File: src/rtl/sram_pkg.sv
// Shared SRAM bus definitions: geometry, write-side FSM states and the request
// record passed between the write port, the reader and the bus arbiter.
package sram_pkg;

    localparam int SRAM_AW = 18;
    localparam int SRAM_DW = 16;

    typedef enum logic [1:0] {
        IDLE  = 2'd0,
        SETUP = 2'd1,
        PULSE = 2'd2,
        HOLD  = 2'd3
    } wr_state_e;

    typedef struct packed {
        logic [SRAM_AW-1:0] addr;
        logic [SRAM_DW-1:0] data;
        logic [1:0]         be;
    } sram_req_t;

endpackage

File: src/rtl/sram_write_fifo.sv
// Small synchronous FIFO of SRAM write requests. Exposes the head entry and the
// entry behind it so the write FSM can chain cycles without an idle gap.
module sram_write_fifo
    import sram_pkg::*;
#(
    parameter int FIFO_DEPTH = 4,
    localparam int LW = $clog2(FIFO_DEPTH) + 1
) (
    input  logic          clk,
    input  logic          reset,
    input  logic          push,
    input  sram_req_t     push_req,
    input  logic          pop,
    output sram_req_t     head_req,
    output sram_req_t     next_req,
    output logic          full,
    output logic          empty,
    output logic [LW-1:0] level,
    output logic [LW-1:0] level_next
);

    localparam int PW = $clog2(FIFO_DEPTH);

    sram_req_t         mem_q [FIFO_DEPTH];
    logic [PW-1:0]     wr_ptr_q, wr_ptr_d;
    logic [PW-1:0]     rd_ptr_q, rd_ptr_d;
    logic [PW-1:0]     nxt_ptr;
    logic [LW-1:0]     level_q, level_d;

    // Callers never push when full nor pop when empty, so no guards here.
    always_comb begin
        wr_ptr_d = wr_ptr_q + PW'(push);
        rd_ptr_d = rd_ptr_q + PW'(pop);
        level_d  = level_q + LW'(push) - LW'(pop);
        nxt_ptr  = rd_ptr_q + PW'(1);
    end

    always_ff @(posedge clk or posedge reset) begin
        if (reset) begin
            wr_ptr_q <= '0;
            rd_ptr_q <= '0;
            level_q  <= '0;
        end else begin
            wr_ptr_q <= wr_ptr_d;
            rd_ptr_q <= rd_ptr_d;
            level_q  <= level_d;
        end
    end

    always_ff @(posedge clk) begin
        if (push) begin
            mem_q[wr_ptr_q] <= push_req;
        end
    end

    assign head_req   = mem_q[rd_ptr_q];
    assign next_req   = mem_q[nxt_ptr];
    assign full       = (level_q == LW'(FIFO_DEPTH));
    assign empty      = (level_q == '0);
    assign level      = level_q;
    assign level_next = level_d;

endmodule

File: src/rtl/sram_write_port.sv
// Write side of the shared async-SRAM bus: buffers requests and runs
// SETUP/PULSE/HOLD write cycles while the video side grants the bus.
module sram_write_port
    import sram_pkg::*;
#(
    parameter int FIFO_DEPTH = 4,
    parameter int WE_CYCLES  = 2,
    localparam int LW = $clog2(FIFO_DEPTH) + 1
) (
    input  logic               clk,
    input  logic               reset,
    input  logic               wr_valid,
    output logic               wr_ready,
    input  logic [SRAM_AW-1:0] wr_addr,
    input  logic [SRAM_DW-1:0] wr_data,
    input  logic [1:0]         wr_be,
    input  logic               bus_grant,
    output logic               bus_req,
    output logic [SRAM_AW-1:0] ram_addr,
    output logic [SRAM_DW-1:0] ram_dout,
    output logic               ram_ce,
    output logic               ram_oe,
    output logic               ram_we,
    output logic               ram_lb,
    output logic               ram_hb,
    output logic               ram_drive,
    output logic               busy,
    output logic [LW-1:0]      level
);

    localparam int CW = (WE_CYCLES > 1) ? $clog2(WE_CYCLES) : 1;

    wr_state_e          state_q, state_d;
    logic [CW-1:0]      cnt_q, cnt_d;
    logic               pop;
    logic               push;
    sram_req_t          push_req;
    sram_req_t          head_req;
    sram_req_t          next_req;
    sram_req_t          active_req;
    logic               fifo_full;
    logic               fifo_empty;
    logic [LW-1:0]      level_next;

    logic               wr_ready_q, wr_ready_d;
    logic [SRAM_AW-1:0] ram_addr_q, ram_addr_d;
    logic [SRAM_DW-1:0] ram_dout_q, ram_dout_d;
    logic               ram_ce_q, ram_ce_d;
    logic               ram_we_q, ram_we_d;
    logic               ram_lb_q, ram_lb_d;
    logic               ram_hb_q, ram_hb_d;
    logic               ram_drive_q, ram_drive_d;

    assign push     = wr_valid & wr_ready_q;
    assign push_req = '{addr: wr_addr, data: wr_data, be: wr_be};

    sram_write_fifo #(
        .FIFO_DEPTH (FIFO_DEPTH)
    ) u_fifo (
        .clk        (clk),
        .reset      (reset),
        .push       (push),
        .push_req   (push_req),
        .pop        (pop),
        .head_req   (head_req),
        .next_req   (next_req),
        .full       (fifo_full),
        .empty      (fifo_empty),
        .level      (level),
        .level_next (level_next)
    );

    always_ff @(posedge clk or posedge reset) begin
        if (reset) begin
            state_q <= IDLE;
            cnt_q   <= '0;
        end else begin
            state_q <= state_d;
            cnt_q   <= cnt_d;
        end
    end

    // The head is only popped once its cycle has fully finished (HOLD exit),
    // so a chained cycle takes its fields from the entry behind the head.
    always_comb begin
        state_d = state_q;
        cnt_d   = cnt_q;
        pop     = 1'b0;
        case (state_q)
            IDLE: begin
                if (!fifo_empty) begin
                    if (head_req.be == 2'b00) begin
                        pop = 1'b1;
                    end else if (bus_grant) begin
                        state_d = SETUP;
                    end
                end
            end
            SETUP: begin
                state_d = PULSE;
                cnt_d   = '0;
            end
            PULSE: begin
                if (cnt_q == CW'(WE_CYCLES - 1)) begin
                    state_d = HOLD;
                end else begin
                    cnt_d = cnt_q + CW'(1);
                end
            end
            HOLD: begin
                pop = 1'b1;
                if (bus_grant && (level >= LW'(2)) && (next_req.be != 2'b00)) begin
                    state_d = SETUP;
                end else begin
                    state_d = IDLE;
                end
            end
            default: state_d = IDLE;
        endcase
    end

    // Pins are computed from the next state so their registers line up
    // cycle-for-cycle with state_q.
    always_comb begin
        active_req  = (state_q == HOLD) ? next_req : head_req;
        ram_ce_d    = (state_d == IDLE);
        ram_we_d    = (state_d != PULSE);
        ram_drive_d = (state_d != IDLE);
        ram_addr_d  = ram_addr_q;
        ram_dout_d  = ram_dout_q;
        ram_lb_d    = ram_lb_q;
        ram_hb_d    = ram_hb_q;
        if (state_d == SETUP) begin
            ram_addr_d = active_req.addr;
            ram_dout_d = active_req.data;
            ram_lb_d   = ~active_req.be[0];
            ram_hb_d   = ~active_req.be[1];
        end else if (state_d == IDLE) begin
            ram_lb_d = 1'b1;
            ram_hb_d = 1'b1;
        end
        wr_ready_d = (level_next != LW'(FIFO_DEPTH));
    end

    always_ff @(posedge clk or posedge reset) begin
        if (reset) begin
            wr_ready_q  <= 1'b0;
            ram_addr_q  <= '0;
            ram_dout_q  <= '0;
            ram_ce_q    <= 1'b1;
            ram_we_q    <= 1'b1;
            ram_lb_q    <= 1'b1;
            ram_hb_q    <= 1'b1;
            ram_drive_q <= 1'b0;
        end else begin
            wr_ready_q  <= wr_ready_d;
            ram_addr_q  <= ram_addr_d;
            ram_dout_q  <= ram_dout_d;
            ram_ce_q    <= ram_ce_d;
            ram_we_q    <= ram_we_d;
            ram_lb_q    <= ram_lb_d;
            ram_hb_q    <= ram_hb_d;
            ram_drive_q <= ram_drive_d;
        end
    end

    assign wr_ready  = wr_ready_q;
    assign ram_addr  = ram_addr_q;
    assign ram_dout  = ram_dout_q;
    assign ram_ce    = ram_ce_q;
    assign ram_oe    = 1'b1;
    assign ram_we    = ram_we_q;
    assign ram_lb    = ram_lb_q;
    assign ram_hb    = ram_hb_q;
    assign ram_drive = ram_drive_q;
    assign busy      = (state_q != IDLE);
    assign bus_req   = (level != '0) | busy;

endmodule

File: config.mk
export PLATFORM = sky130hd
export DESIGN_NAME = sram_write_port
export DESIGN_NICKNAME = d
export VERILOG_FILES = /design/src/rtl/sram_pkg.sv /design/src/rtl/sram_write_fifo.sv /design/src/rtl/sram_write_port.sv
export SDC_FILE = /design/constraint.sdc
export NUM_CORES = 1
export LEC_CHECK = 0
export ABC_CLOCK_PERIOD_IN_PS = 9750
export BUFFER_PORTS_ARGS = -buffer_cell sky130_fd_sc_hd__buf_2
export CAP_MARGIN = 20
export CORE_MARGIN = 8
export CORE_UTILIZATION = 64
export CTS_CLUSTER_DIAMETER = 30
export DETAILED_ROUTE_END_ITERATION = 6
export MAX_ROUTING_LAYER = met4
export PLACE_DENSITY = 0.89
export SYNTH_ARGS = -nofsm -noshare
export SYNTH_HDL_FRONTEND = slang
export SYNTH_HIERARCHICAL = 1
export SYNTH_SLANG_ARGS = --single-unit
File: constraint.sdc
create_clock -name clk -period 9.75 [get_ports clk]
set_input_delay 0.4875 -clock clk [delete_from_list [all_inputs] [get_ports clk]]
set_output_delay 0.4875 -clock clk [all_outputs]
set_load 0.005 [all_outputs]
# After elaboration in Yosys (flattened, before gate mapping)
# Memories as Yosys holds them, arrays and structs flattened.
# Index checks and enable logic that the tools add are counted.
dict set report word_totals {
  out_inout_bits 46
  ff_bits 50
  in_bits 40
  mem_count 1
  word_cells 60
  ram_bits 144
}
dict set report classes {
  mux 17
  n_reduce_logical 12
  bitwise 4
  n_eq_ne 6
  n_addsub 6
  order_cmp 1
}
# memory words word_bits read_ports rd_clocked_by_memory_dff wr line
set memory_table {}
lappend memory_table {u_fifo.mem_q 4 36 2 0 1 sram_write_fifo.sv:24} ;# sram_req_t mem_q [FIFO_DEPTH];
# cell n
set op_table {}
lappend op_table {{36-bit 2-to-1 mux} 1}
lappend op_table {{2-bit nonzero test} 5}
lappend op_table {{1-bit 2-to-1 mux} 9}
lappend op_table {{2-bit 2-to-1 mux} 4}
lappend op_table {{2-bit case mux with 4 select lines} 1}
lappend op_table {{2-bit zero test} 3}
lappend op_table {{2-bit by 1-bit adder with 2-bit output} 2}
lappend op_table {{2-bit by 1-bit equality test with 1-bit output, second input constant} 2}
lappend op_table {{2-bit equality test, second input constant} 2}
lappend op_table {{1-bit case mux with 2 select lines} 2}
lappend op_table {{3-bit by 1-bit adder with 3-bit output} 1}
lappend op_table {{3-bit by 2-bit greater-or-equal comparator with 1-bit output, second input constant} 1}
lappend op_table {{3-bit zero test} 1}
lappend op_table {{3-bit inequality test, second input constant} 1}
lappend op_table {{3-bit nonzero test} 1}
lappend op_table {{3-bit by 1-bit subtractor with 3-bit output} 1}
lappend op_table {{2-bit by 1-bit adder with 2-bit output, second input constant} 1}
lappend op_table {{1-bit logical AND} 2}
lappend op_table {{2-bit inequality test, second input constant} 1}
lappend op_table {{1-bit inverter} 2}
lappend op_table {{1-bit adder, second input constant} 1}
lappend op_table {{1-bit bitwise AND} 1}
lappend op_table {{1-bit bitwise OR} 1}

# Logic depth before layout (Yosys ltp)
# Gate-level depths: netlist of run 1.
# An unclocked memory read counts as a cell.
dict set report logic_depth {
  word_depth 9
  mapped_depth 13
  ltp_nobuf 10
}

# Modules after synthesis
# Netlist of run 1, hierarchy kept.
# module cells_each seq_area_each_um2 instances area_each_um2
set by_module_without_submodules {}
lappend by_module_without_submodules {sram_write_fifo 258 4499.3 1 6492.5}
lappend by_module_without_submodules {sram_write_port 165 1081.0 1 2341.0}

# Worst setup path after synthesis of run 1
# Ideal clock, no wire load.
dict set report synth_timing {
  path_type {input to register}
  from {input port wr_valid}
  to {memory u_fifo/mem_q[0][0] (netlist bit), enable pin}
  setup_time_ns 0.482
  cell_stages 2
  n_path_buf 0
  t_required_ns 9.268
  slack_ns 5.892
  arrival_time_ns 3.376
  cell_sequence {and2_1 > nor3b_1}
}
dict set report synth_between {
  elab_chain_len 3
}
# item line
set synth_rtl {}
lappend synth_rtl {{start, declared} sram_write_port.sv:12} ;# input logic wr_valid,
lappend synth_rtl {{1-bit bitwise AND} sram_write_port.sv:54} ;# assign push = wr_valid & wr_ready_q;
lappend synth_rtl {{1-bit 2-to-1 mux} sram_write_fifo.sv:51} ;# if (push) begin
lappend synth_rtl {{1-bit 2-to-1 mux (not written as such)} sram_write_fifo.sv:52} ;# mem_q[wr_ptr_q] <= push_req;
lappend synth_rtl {{end, declared} sram_write_fifo.sv:24}
# No other way between the ends.

# Final worst setup path of run 1
dict set report layout_timing {
  from {register state_q[0]}
  to {register ram_addr_q[14] (netlist: ram_addr[14])}
}
dict set report layout_between {
  elab_chain_len 5
  elab_cells_between_ends 11
  cone_classes {4 x eq/ne; 6 x mux; 1 x reduce/logical}
}
# item line
set layout_rtl {}
lappend layout_rtl {{start, declared} sram_write_port.sv:33} ;# wr_state_e state_q, state_d;
lappend layout_rtl {{start signal, assigned} sram_write_port.sv:78} ;# state_q <= state_d;
lappend layout_rtl {{2-bit 2-to-1 mux} sram_write_port.sv:94} ;# end else if (bus_grant) begin
lappend layout_rtl {{2-bit 2-to-1 mux} sram_write_port.sv:92} ;# if (head_req.be == 2'b00) begin
lappend layout_rtl {{2-bit 2-to-1 mux} sram_write_port.sv:91} ;# if (!fifo_empty) begin
lappend layout_rtl {{2-bit case mux with 4 select lines} sram_write_port.sv:89} ;# case (state_q)
lappend layout_rtl {{2-bit by 1-bit equality test with 1-bit output} sram_write_port.sv:133} ;# if (state_d == SETUP) begin
lappend layout_rtl {{end signal, assigned} sram_write_port.sv:157} ;# ram_addr_q <= ram_addr_d;
lappend layout_rtl {{end, declared} sram_write_port.sv:46} ;# logic [SRAM_AW-1:0] ram_addr_q, ram_addr_d;
# Parallel ways exist; a longest one is shown, timed or not.
# A chain may end at the register's enable or synchronous reset.

==> reports/metrics.csv, run 1 <==
metric,value,unit
worstPathMaxFanout,38,
achievable-frequency,303.9,MHz
worst_ep_required_time,10.05,ns
starting_density_of_the_core,64.59,%
die-area,0.01780,mm^2
utilization,72.22,%
cts.reportedPaths.clkPinSlew,0.06,ns
power.leakage,0.003632,uW
cp_launch_type,flip-flop,
place_worst_setup_slack,6.436,ns
run_status,"finished, final reports clean",
synthesis.nets,472,
clock_path_buffers,2,
post_synth_instance_area,0.008826,mm^2
grt_pass1_vias,4665,
cts-resized-gates,0,
firstDrtPassIters,6,
timing.hold.worst.class,input pin to async pin,
placedInstanceArea,0.009250,mm^2
placeableCoreArea,0.01367,mm^2
post-route-period-util,33.75,%
setup_viol,0,
postCtsSetupRepairBufs,0,
timing.final.max_slew_violations,0,
antenna_violating_nets_post_route,0,
cts_tree,done,
post_synth_inst_count,422,
timing.critical_path.cells,ha_2 -> o211ai_1 -> o21ai_0 -> a21oi_1 -> nor3_4 -> buf_4 -> mux2_2,
timing.critical_path.slowest_cell_delay,0.90,ns
worst-slew-pin-transition,1.062,ns
worst_slew_margin_rel,29.17,%
power-per-cell-area,336.0,mW/mm^2
clk-insertion-delay-late,0.42,ns
vias_per_cell,6.242,
cts_root_buffer,sky130_fd_sc_hd__clkbuf_16,
post-dp-hpwl,9.875,mm
nNetsFinal,555,
post_cts_hold_buffer_count,0,
std_cell_rows,43,
crit_path_top_delay_cell,sky130_fd_sc_hd__ha_2,
layout-drive-gt1-share,51.93,%
detail_route.drc_violations,0,
wire_per_inst,23.61,um
finalHoldViolCount,0,
max-cap-violations,0,
grt_start_max_net_pins,74,
arrival,3.59,ns
grt_antenna_before_repair,0,
gr_ovfl_total,0,
syn2layout_area_growth,11.82,%
numCtsBuffers,17,
die_y,133.4,um
vias,4363,
ioPinCount,86,
drt-total-wl,16.50,mm
final.min_clock_period,3.291,ns
gp_routability_congestion,0.7585,
clock_sinks,194,
rsz0062_at_grt,false,
clock_tree.htree_level_count,4,
timing.final.ws_setup,6.459,ns
timing.clock.skew,0.006172,ns
stdcell_area,0.009869,mm^2
drt_first_iter_violations,358,
avgSynthCellArea,20.91,um^2
vdd_ir_drop_max,181.1,uV
end_kind,flip-flop,
wire_length_of_the_first_global_routing_pass,26.10,mm
synthesis.yosys.warnings,6,
grt_util_all_layers,19.87,%
port-buffer-count,84,
hold_slack,0.01931,ns
worst-setup-path-type,flip-flop to flip-flop,
finalSetupTns,0,ns
fp.dieW,133.4,um
[critical path: cells and delay by family, from the launching register on]
kind            cells  cell delay (ns)
compound gates      3             0.67
flops               1             0.41
fa+ha+maj           1             0.90
mux                 1             0.41
buf+inv             1             0.57
simple gates        1             0.20
[sequential cells by signal (all words and copies together), names as in the netlist]
name / count
u_fifo/mem_q: 144
ram_we: 1
state_q: 2
ram_lb: 1
ram_dout: 16
ram_hb: 1
ram_addr: 18
cnt_q: 1
ram_ce: 1
ram_drive: 1
wr_ready: 1
u_fifo/rd_ptr_q: 2
u_fifo/wr_ptr_q: 2
u_fifo/level: 3
[worst paths after layout]
check / slack (ns) / from / cells after the start / endpoint
max: 6.46 / state_q[0] / 7 / ram_addr[14]
min: 0.02 / reset / 2 / u_fifo/rd_ptr_q[1]
max reg2reg: 6.46 / state_q[0] / 7 / ram_addr[14]
min reg2reg: 0.51 / ram_addr[15] / 1 / ram_addr[15]
max in group asynchronous: 9.20 / reset / 3 / ram_dout[12]
min in group clk: 0.28 / wr_data[7] / 1 / u_fifo/mem_q[2][9]
[per-layer routing]
| metal | global-route usage [%] | wire [um] |
|---|---|---|
| met5 | - | 0 |
| met4 | 6.675 | 204 |
| met3 | 4.142 | 793 |
| met2 | 32.76 | 8872 |
| met1 | 24.19 | 6631 |
[where the power goes]
group	switching, uW	total [uW]	internal [uW]
clock network	284	699	416
registers	204	1340	1140
logic	507	1270	767
total	995	3320	2320
[cells in the final DEF (no fill, tap or decap), types with 4 or more instances in the layout]
cell,instances
sky130_fd_sc_hd__edfxtp_1,144
sky130_fd_sc_hd__buf_2,84
sky130_fd_sc_hd__mux4_2,67
sky130_fd_sc_hd__dfrtp_1,44
sky130_fd_sc_hd__mux2_2,41
sky130_fd_sc_hd__mux2_4,30
sky130_fd_sc_hd__clkbuf_16,17
sky130_fd_sc_hd__inv_1,11
sky130_fd_sc_hd__nor2_1,10
sky130_fd_sc_hd__ha_1,8
sky130_fd_sc_hd__o21ai_0,6
sky130_fd_sc_hd__mux4_1,5
sky130_fd_sc_hd__dfstp_2,4
[metrics by stage]
step / std cells / total power [uW]
2_1_floorplan: 422 / 2397
3_3_place_gp: 665 / 2557
3_5_place_dp: 665 / 2625
4_1_cts: 697 / 3342
5_1_grt: 698 / 3481
6_report: 699 / 3316
[layout make-up]
| type | instances | area [um^2] |
|---|---|---|
| Tap cell | 180 | 225.2 |
| Timing Repair Buffer | 88 | 462.9 |
| Clock inverter | 10 | 132.6 |
| Clock buffer | 22 | 464.2 |
| Multi-Input combinational cell | 191 | 2943 |
| Fill cell | 791 | 3796 |
| Inverter | 13 | 51.30 |
| Antenna cell | 1 | 2.502 |
| Sequential cell | 194 | 5588 |
No activity file was read; power rests on OpenSTA's default activity.
==> inputs of run 2 (changes only) <==
--- a/config.mk
+++ b/config.mk
@@ -5,15 +5,15 @@
 export SDC_FILE = /design/constraint.sdc
 export NUM_CORES = 1
 export LEC_CHECK = 0
-export ABC_CLOCK_PERIOD_IN_PS = 9750
+export ABC_CLOCK_PERIOD_IN_PS = 3300
 export BUFFER_PORTS_ARGS = -buffer_cell sky130_fd_sc_hd__buf_2
 export CAP_MARGIN = 20
 export CORE_MARGIN = 8
-export CORE_UTILIZATION = 64
+export CORE_UTILIZATION = 59
 export CTS_CLUSTER_DIAMETER = 30
 export DETAILED_ROUTE_END_ITERATION = 6
 export MAX_ROUTING_LAYER = met4
-export PLACE_DENSITY = 0.89
+export PLACE_DENSITY = 0.84
 export SYNTH_ARGS = -nofsm -noshare
 export SYNTH_HDL_FRONTEND = slang
 export SYNTH_HIERARCHICAL = 1
==> constraint.sdc (replaced) <==
create_clock -name clk -period 3.3 [get_ports clk]
set_input_delay 0.165 -clock clk [delete_from_list [all_inputs] [get_ports clk]]
set_output_delay 0.165 -clock clk [all_outputs]
set_load 0.005 [all_outputs]
==> run 2 against run 1 <==
Net effect:
- via count up 3.7%
- non-clock buffer count up 43
- sequential power rose to 2.8 times the previous value
- total power rose to 3.0 times the previous value
- design area up 4.4%
==> reports/metrics.csv, run 2 (same netlist as run 1, synthesis figures left out) <==
metric,value,unit
rr_startpoint,u_fifo/rd_ptr_q[0],
critical_path.reg2reg.endpoint,wr_ready,
post-route-period-util,85.15,%
fp.dieW,138.3,um
layout-drive-gt1-share,49.11,%
utilization,70.63,%
clk-insertion-delay-late,0.43,ns
num_antenna_cells,0,
grt_start_max_net_pins,55,
clock_sinks,194,
clock_path_buffers,2,
worst_slew_margin_rel,30.48,%
detail_route.drc_violations,0,
ioPinCount,86,
final_cell_mix,"sky130_fd_sc_hd__edfxtp_1 (144), sky130_fd_sc_hd__buf_2 (84), sky130_fd_sc_hd__mux4_2 (67), sky130_fd_sc_hd__dfrtp_1 (44), sky130_fd_sc_hd__mux2_2 (41)",
crit_end,wr_ready,
timing.hold.worst.class,input pin to async pin,
grt_pass1_vias,5076,
achievable-frequency,355.9,MHz
power.combinational.fraction,41.2,%
port-buffer-count,84,
timing.final.max_slew_violations,0,
wire_length_of_the_first_global_routing_pass,27.41,mm
cp_launch_type,flip-flop,
power_report.internal_total,6976,uW
finalHoldViolCount,0,
post-dp-hpwl,10.23,mm
nNetsFinal,598,
placeableCoreArea,0.01459,mm^2
top_register,u_fifo/mem_q,
drt-total-wl,17.11,mm
grt_util_all_layers,19.02,%
drt_first_iter_violations,343,
firstDrtPassIters,5,
worstPathMaxFanout,6,
vias_per_cell,6.081,
stdcell_area,0.01030,mm^2
power-per-cell-area,965.8,mW/mm^2
syn2layout_area_growth,16.76,%
cts-resized-gates,0,
switching_part_of_the_total_power,29.91,%
hold_slack,0.1933,ns
cts_root_buffer,sky130_fd_sc_hd__clkbuf_16,
wire_per_inst,22.99,um
gr_ovfl_total,0,
worst_ep_required_time,3.61,ns
final.min_clock_period,2.810,ns
vias,4524,
reg2reg_slack,0.49,ns
grt_antenna_before_repair,0,
timing.final.ws_setup,0.4902,ns
die_y,138.3,um
starting_density_of_the_core,60.50,%
clock_tree.htree_level_count,4,
clkPwrFrac,21.1,%
vdd_ir_drop_max,487.5,uV
place_worst_setup_slack,0.1095,ns
worst_setup_path_startpoint,u_fifo/rd_ptr_q[0],
number_of_flip_flops_under_the_largest_register_name,144,
timing.clock.skew,0.01054,ns
placedInstanceArea,0.009291,mm^2
worst-r2r-cell-count,10,
antenna_violating_nets_post_route,0,
die-area,0.01913,mm^2
cts_tree,done,
finalSetupTns,0,ns
power.leakage,0.003821,uW
arrival,3.12,ns
gp_routability_congestion,0.7998,
rsz0062_at_grt,false,
worst-slew-pin-transition,1.043,ns
end_kind,flip-flop,
worst-setup-path-type,flip-flop to flip-flop,
std_cell_rows,44,
layout_commonest_cell,sky130_fd_sc_hd__edfxtp_1,
cts.reportedPaths.clkPinSlew,0.06,ns
setup_viol,0,
numCtsBuffers,17,
max-cap-violations,0,
p_switching,2977,uW
run_status,"finished, final reports clean",
p_seq_share,37.6,%
-- run 2: repair_timing --
item / CTS / global route
endpoints found under the setup margin: 0 / 15
hold buffers: 37 / 0
setup buffers: 0 / 2
hold endpoints to repair: 151 / 0
-- run 2: layer usage --
metal | global-route usage [%] | vias to the layer above | routed length, um
li1 | - | 1971 | -
met1 | 21.11 | 2407 | 6681
met2 | 33.08 | 128 | 9464
met3 | 3.973 | 18 | 707
met4 | 7.380 | 0 | 253
met5 | - | - | 0
-- run 2: worst min-delay path by stage --
stage	slack, ns	end	from
6_report	0.19	ram_addr[10]	reset
5_1_grt	0.21	wr_ready	reset
3_5_place_dp	0.14	u_fifo/wr_ptr_q[1]	reset
3_3_place_gp	0.13	u_fifo/wr_ptr_q[1]	reset
4_1_cts	0.22	u_fifo/wr_ptr_q[0]	wr_valid
2_1_floorplan	-0.03	u_fifo/level[0]	reset
-- run 2: layout make-up --
cell class,instances,area [um^2]
Sequential cell,194,5588
Fill cell,879,4284
Multi-Input combinational cell,191,2949
Timing Repair Buffer,131,878.3
Clock buffer,20,446.7
Tap cell,184,230.2
Clock inverter,11,161.4
Inverter,13,51.30
-- run 2: critical path: stages (launching register included) --
cell                      delay [ns]
sky130_fd_sc_hd__dfrtp_4        0.47
sky130_fd_sc_hd__mux4_2         0.52
sky130_fd_sc_hd__nor2_1         0.23
sky130_fd_sc_hd__a31oi_1        0.14
sky130_fd_sc_hd__nor2_1         0.25
sky130_fd_sc_hd__ha_1           0.28
sky130_fd_sc_hd__inv_1          0.05
sky130_fd_sc_hd__ha_1           0.15
sky130_fd_sc_hd__fa_1           0.43
sky130_fd_sc_hd__nor2_1         0.11
sky130_fd_sc_hd__nand2_1        0.06
-- run 2: power groups by stage --
stage               Combinational (uW)  Clock (uW)  Sequential (uW)
global route                      4400        2240             3810
CTS                               4130        2140             3750
detailed placement                4040           0             3770
floorplan                         3420           0             3660
finish                            4100        2100             3750
global placement                  3880           0             3710
-- run 2: stage by stage --
| step | total power [uW] | std cells |
|---|---|---|
| 2_1_floorplan | 7082 | 422 |
| 3_3_place_gp | 7590 | 673 |
| 3_5_place_dp | 7813 | 673 |
| 4_1_cts | 10010 | 741 |
| 5_1_grt | 10460 | 744 |
| 6_report | 9953 | 744 |
==> inputs of run 3 (changes only) <==
--- a/config.mk
+++ b/config.mk
@@ -9,11 +9,13 @@
 export BUFFER_PORTS_ARGS = -buffer_cell sky130_fd_sc_hd__buf_2
 export CAP_MARGIN = 20
 export CORE_MARGIN = 8
-export CORE_UTILIZATION = 59
+export CORE_UTILIZATION = 61
+export CTS_BUF_LIST = sky130_fd_sc_hd__clkbuf_2 sky130_fd_sc_hd__clkbuf_4 sky130_fd_sc_hd__clkbuf_8
 export CTS_CLUSTER_DIAMETER = 30
 export DETAILED_ROUTE_END_ITERATION = 6
 export MAX_ROUTING_LAYER = met4
-export PLACE_DENSITY = 0.84
+export PLACE_DENSITY = 0.86
+export REMOVE_ABC_BUFFERS = 1
 export SYNTH_ARGS = -nofsm -noshare
 export SYNTH_HDL_FRONTEND = slang
 export SYNTH_HIERARCHICAL = 1
==> run 3 against run 2 <==
Net effect:
- register-to-register slack better by 0.14 ns
- maximum frequency is 5.4% higher
- non-clock buffer count is 3 lower
- sequential power hardly changed
- clock power is 26% lower
- worst setup slack better by 0.14 ns
- combinational power is 2% lower
- wire length is 5.4% lower
- clock skew hardly changed
- via count is 1.6% lower
- largest cell class unchanged
- largest power group unchanged
- highest routed layer unchanged
==> reports/metrics.csv, run 3 (same netlist as run 1, synthesis figures left out) <==
metric,value,unit
clock_path_buffers,2,
wire_per_inst,21.81,um
cp_launch_type,flip-flop,
placeableCoreArea,0.01431,mm^2
worstPathMaxFanout,54,
nNetsFinal,595,
crit_path_top_delay_cell,sky130_fd_sc_hd__buf_4,
die-area,0.01857,mm^2
finalHoldViolCount,0,
path_buf_inv,1,
power_report.internal_total,6374,uW
clock_tree.htree_level_count,4,
antenna_violating_nets_post_route,0,
layout-drive-gt1-share,49.46,%
stdcell_area,0.01009,mm^2
grt_start_max_net_pins,55,
port-buffer-count,84,
std_cell_rows,44,
timing.critical_path.cells,buf_4 -> mux4_1 -> mux2_2 -> mux2_4,
clock_sinks,194,
rsz0062_at_grt,false,
run_status,"finished, final reports clean",
cts_root_buffer,sky130_fd_sc_hd__clkbuf_8,
end_kind,flip-flop,
p_seq_share,40.3,%
worst_path_dominant_cell_family,multiplexers,
switching_part_of_the_total_power,31.55,%
number_of_flip_flops_under_the_largest_register_name,144,
p_switching,2938,uW
cts.reportedPaths.clkPinSlew,0.10,ns
power.leakage,0.003712,uW
worst_slew_margin_rel,28.82,%
post-dp-hpwl,9.672,mm
firstDrtPassIters,4,
timing.critical_path.slowest_cell_delay,0.69,ns
timing.hold.worst.class,input pin to async pin,
grt_antenna_before_repair,0,
gr_ovfl_total,0,
worst-setup-path-type,flip-flop to flip-flop,
fillCellCount,889,
vias_per_cell,6.001,
worst-slew-pin-transition,1.068,ns
wire_length_of_the_first_global_routing_pass,25.82,mm
syn2layout_area_growth,14.30,%
cts-resized-gates,0,
timing.clock.skew,0.01075,ns
vdd_ir_drop_max,564.1,uV
starting_density_of_the_core,61.66,%
placedInstanceArea,0.009290,mm^2
arrival,3.03,ns
detail_route.drc_violations,0,
gp_routability_congestion,0.7286,
achievable-frequency,375.2,MHz
postCtsSetupRepairBufs,0,
fp.dieW,136.3,um
grt_pass1_vias,4952,
setup_viol,0,
vias,4453,
ioPinCount,86,
max-cap-violations,0,
clk-insertion-delay-late,0.47,ns
num_antenna_cells,0,
final.min_clock_period,2.665,ns
cts_tree,done,
post-route-period-util,80.76,%
multi_input_comb_area,0.002943,mm^2
power-per-cell-area,923.1,mW/mm^2
timing.final.max_slew_violations,0,
top_register,u_fifo/mem_q,
drt_first_iter_violations,269,
grt_util_all_layers,19.19,%
power.combinational.fraction,43.0,%
seq_area,0.005588,mm^2
numCtsBuffers,17,
die_y,136.3,um
drt-total-wl,16.18,mm
layout_commonest_cell,sky130_fd_sc_hd__edfxtp_1,
utilization,70.48,%
worst_ep_required_time,3.66,ns
clkPwrFrac,16.7,%
final_cell_mix,"sky130_fd_sc_hd__edfxtp_1 (144), sky130_fd_sc_hd__buf_2 (84), sky130_fd_sc_hd__mux4_2 (67), sky130_fd_sc_hd__dfrtp_1 (44), sky130_fd_sc_hd__mux2_2 (41)",
## run 3: layer usage
metal | routed length (um) | share of wire [%] | GRT usage (%)
met1 | 6610 | 41 | 22.47
met2 | 8510 | 53 | 31.70
met3 | 884 | 5.5 | 5.174
met4 | 179 | 1.1 | 6.467
met5 | 0 | 0 | -
## run 3: cell type report
type                       instances  area share, %
timing repair buffer             128          8.607
inverter                          13         0.5085
tap                              184          2.282
multi-input combinational        191          29.17
clock inverter                    15          1.724
sequential                       194          55.39
clock buffer                      17          2.319
## run 3: path summary, 6_finish.rpt
kind	depth (start not counted)	from	to	slack, ns
max in group asynchronous	4	reset	ram_ce	2.57
worst max register to register	4	u_fifo/rd_ptr_q[1]	ram_addr[15]	0.63
worst min-delay path	3	reset	ram_dout[3]	0.17
min in group clk	3	wr_valid	u_fifo/wr_ptr_q[0]	0.23
worst max-delay path	4	u_fifo/rd_ptr_q[1]	ram_addr[15]	0.63
worst min register to register	2	ram_lb	ram_lb	0.51
## run 3: power by group through the flow
stage / logic, uW / clock network [uW] / registers, uW
after floorplan: 2900 / 0 / 3970
after global placement: 3880 / 0 / 3740
after detailed placement: 4010 / 0 / 3800
after CTS: 4070 / 1590 / 3750
after global routing: 4330 / 1680 / 3820
final: 4000 / 1560 / 3750
## run 3: stage by stage
step | power, uW | hold WS, ns | instances | TNS, ns | worst slack [ns]
floorplan | 6864 | -0.03160 | 398 | -102.27 | -2.239
global placement | 7621 | 0.1243 | 672 | 0 | 0.7401
detailed placement | 7809 | 0.1346 | 672 | 0 | 0.6717
CTS | 9414 | 0.1568 | 741 | 0 | 0.6259
global route | 9826 | 0.1629 | 742 | 0 | 0.4583
finish | 9313 | 0.1729 | 742 | 0 | 0.6349
## run 3: what timing repair did
action | 4_1_cts | 5_1_grt
hold endpoints to repair | 190 | 0
hold buffers | 37 | 0
endpoints found under the setup margin | 0 | 0
## run 3: worst min-delay path, delay by kind of cell
family	cells	cell delay, ns
buffers and inverters	3	0.86
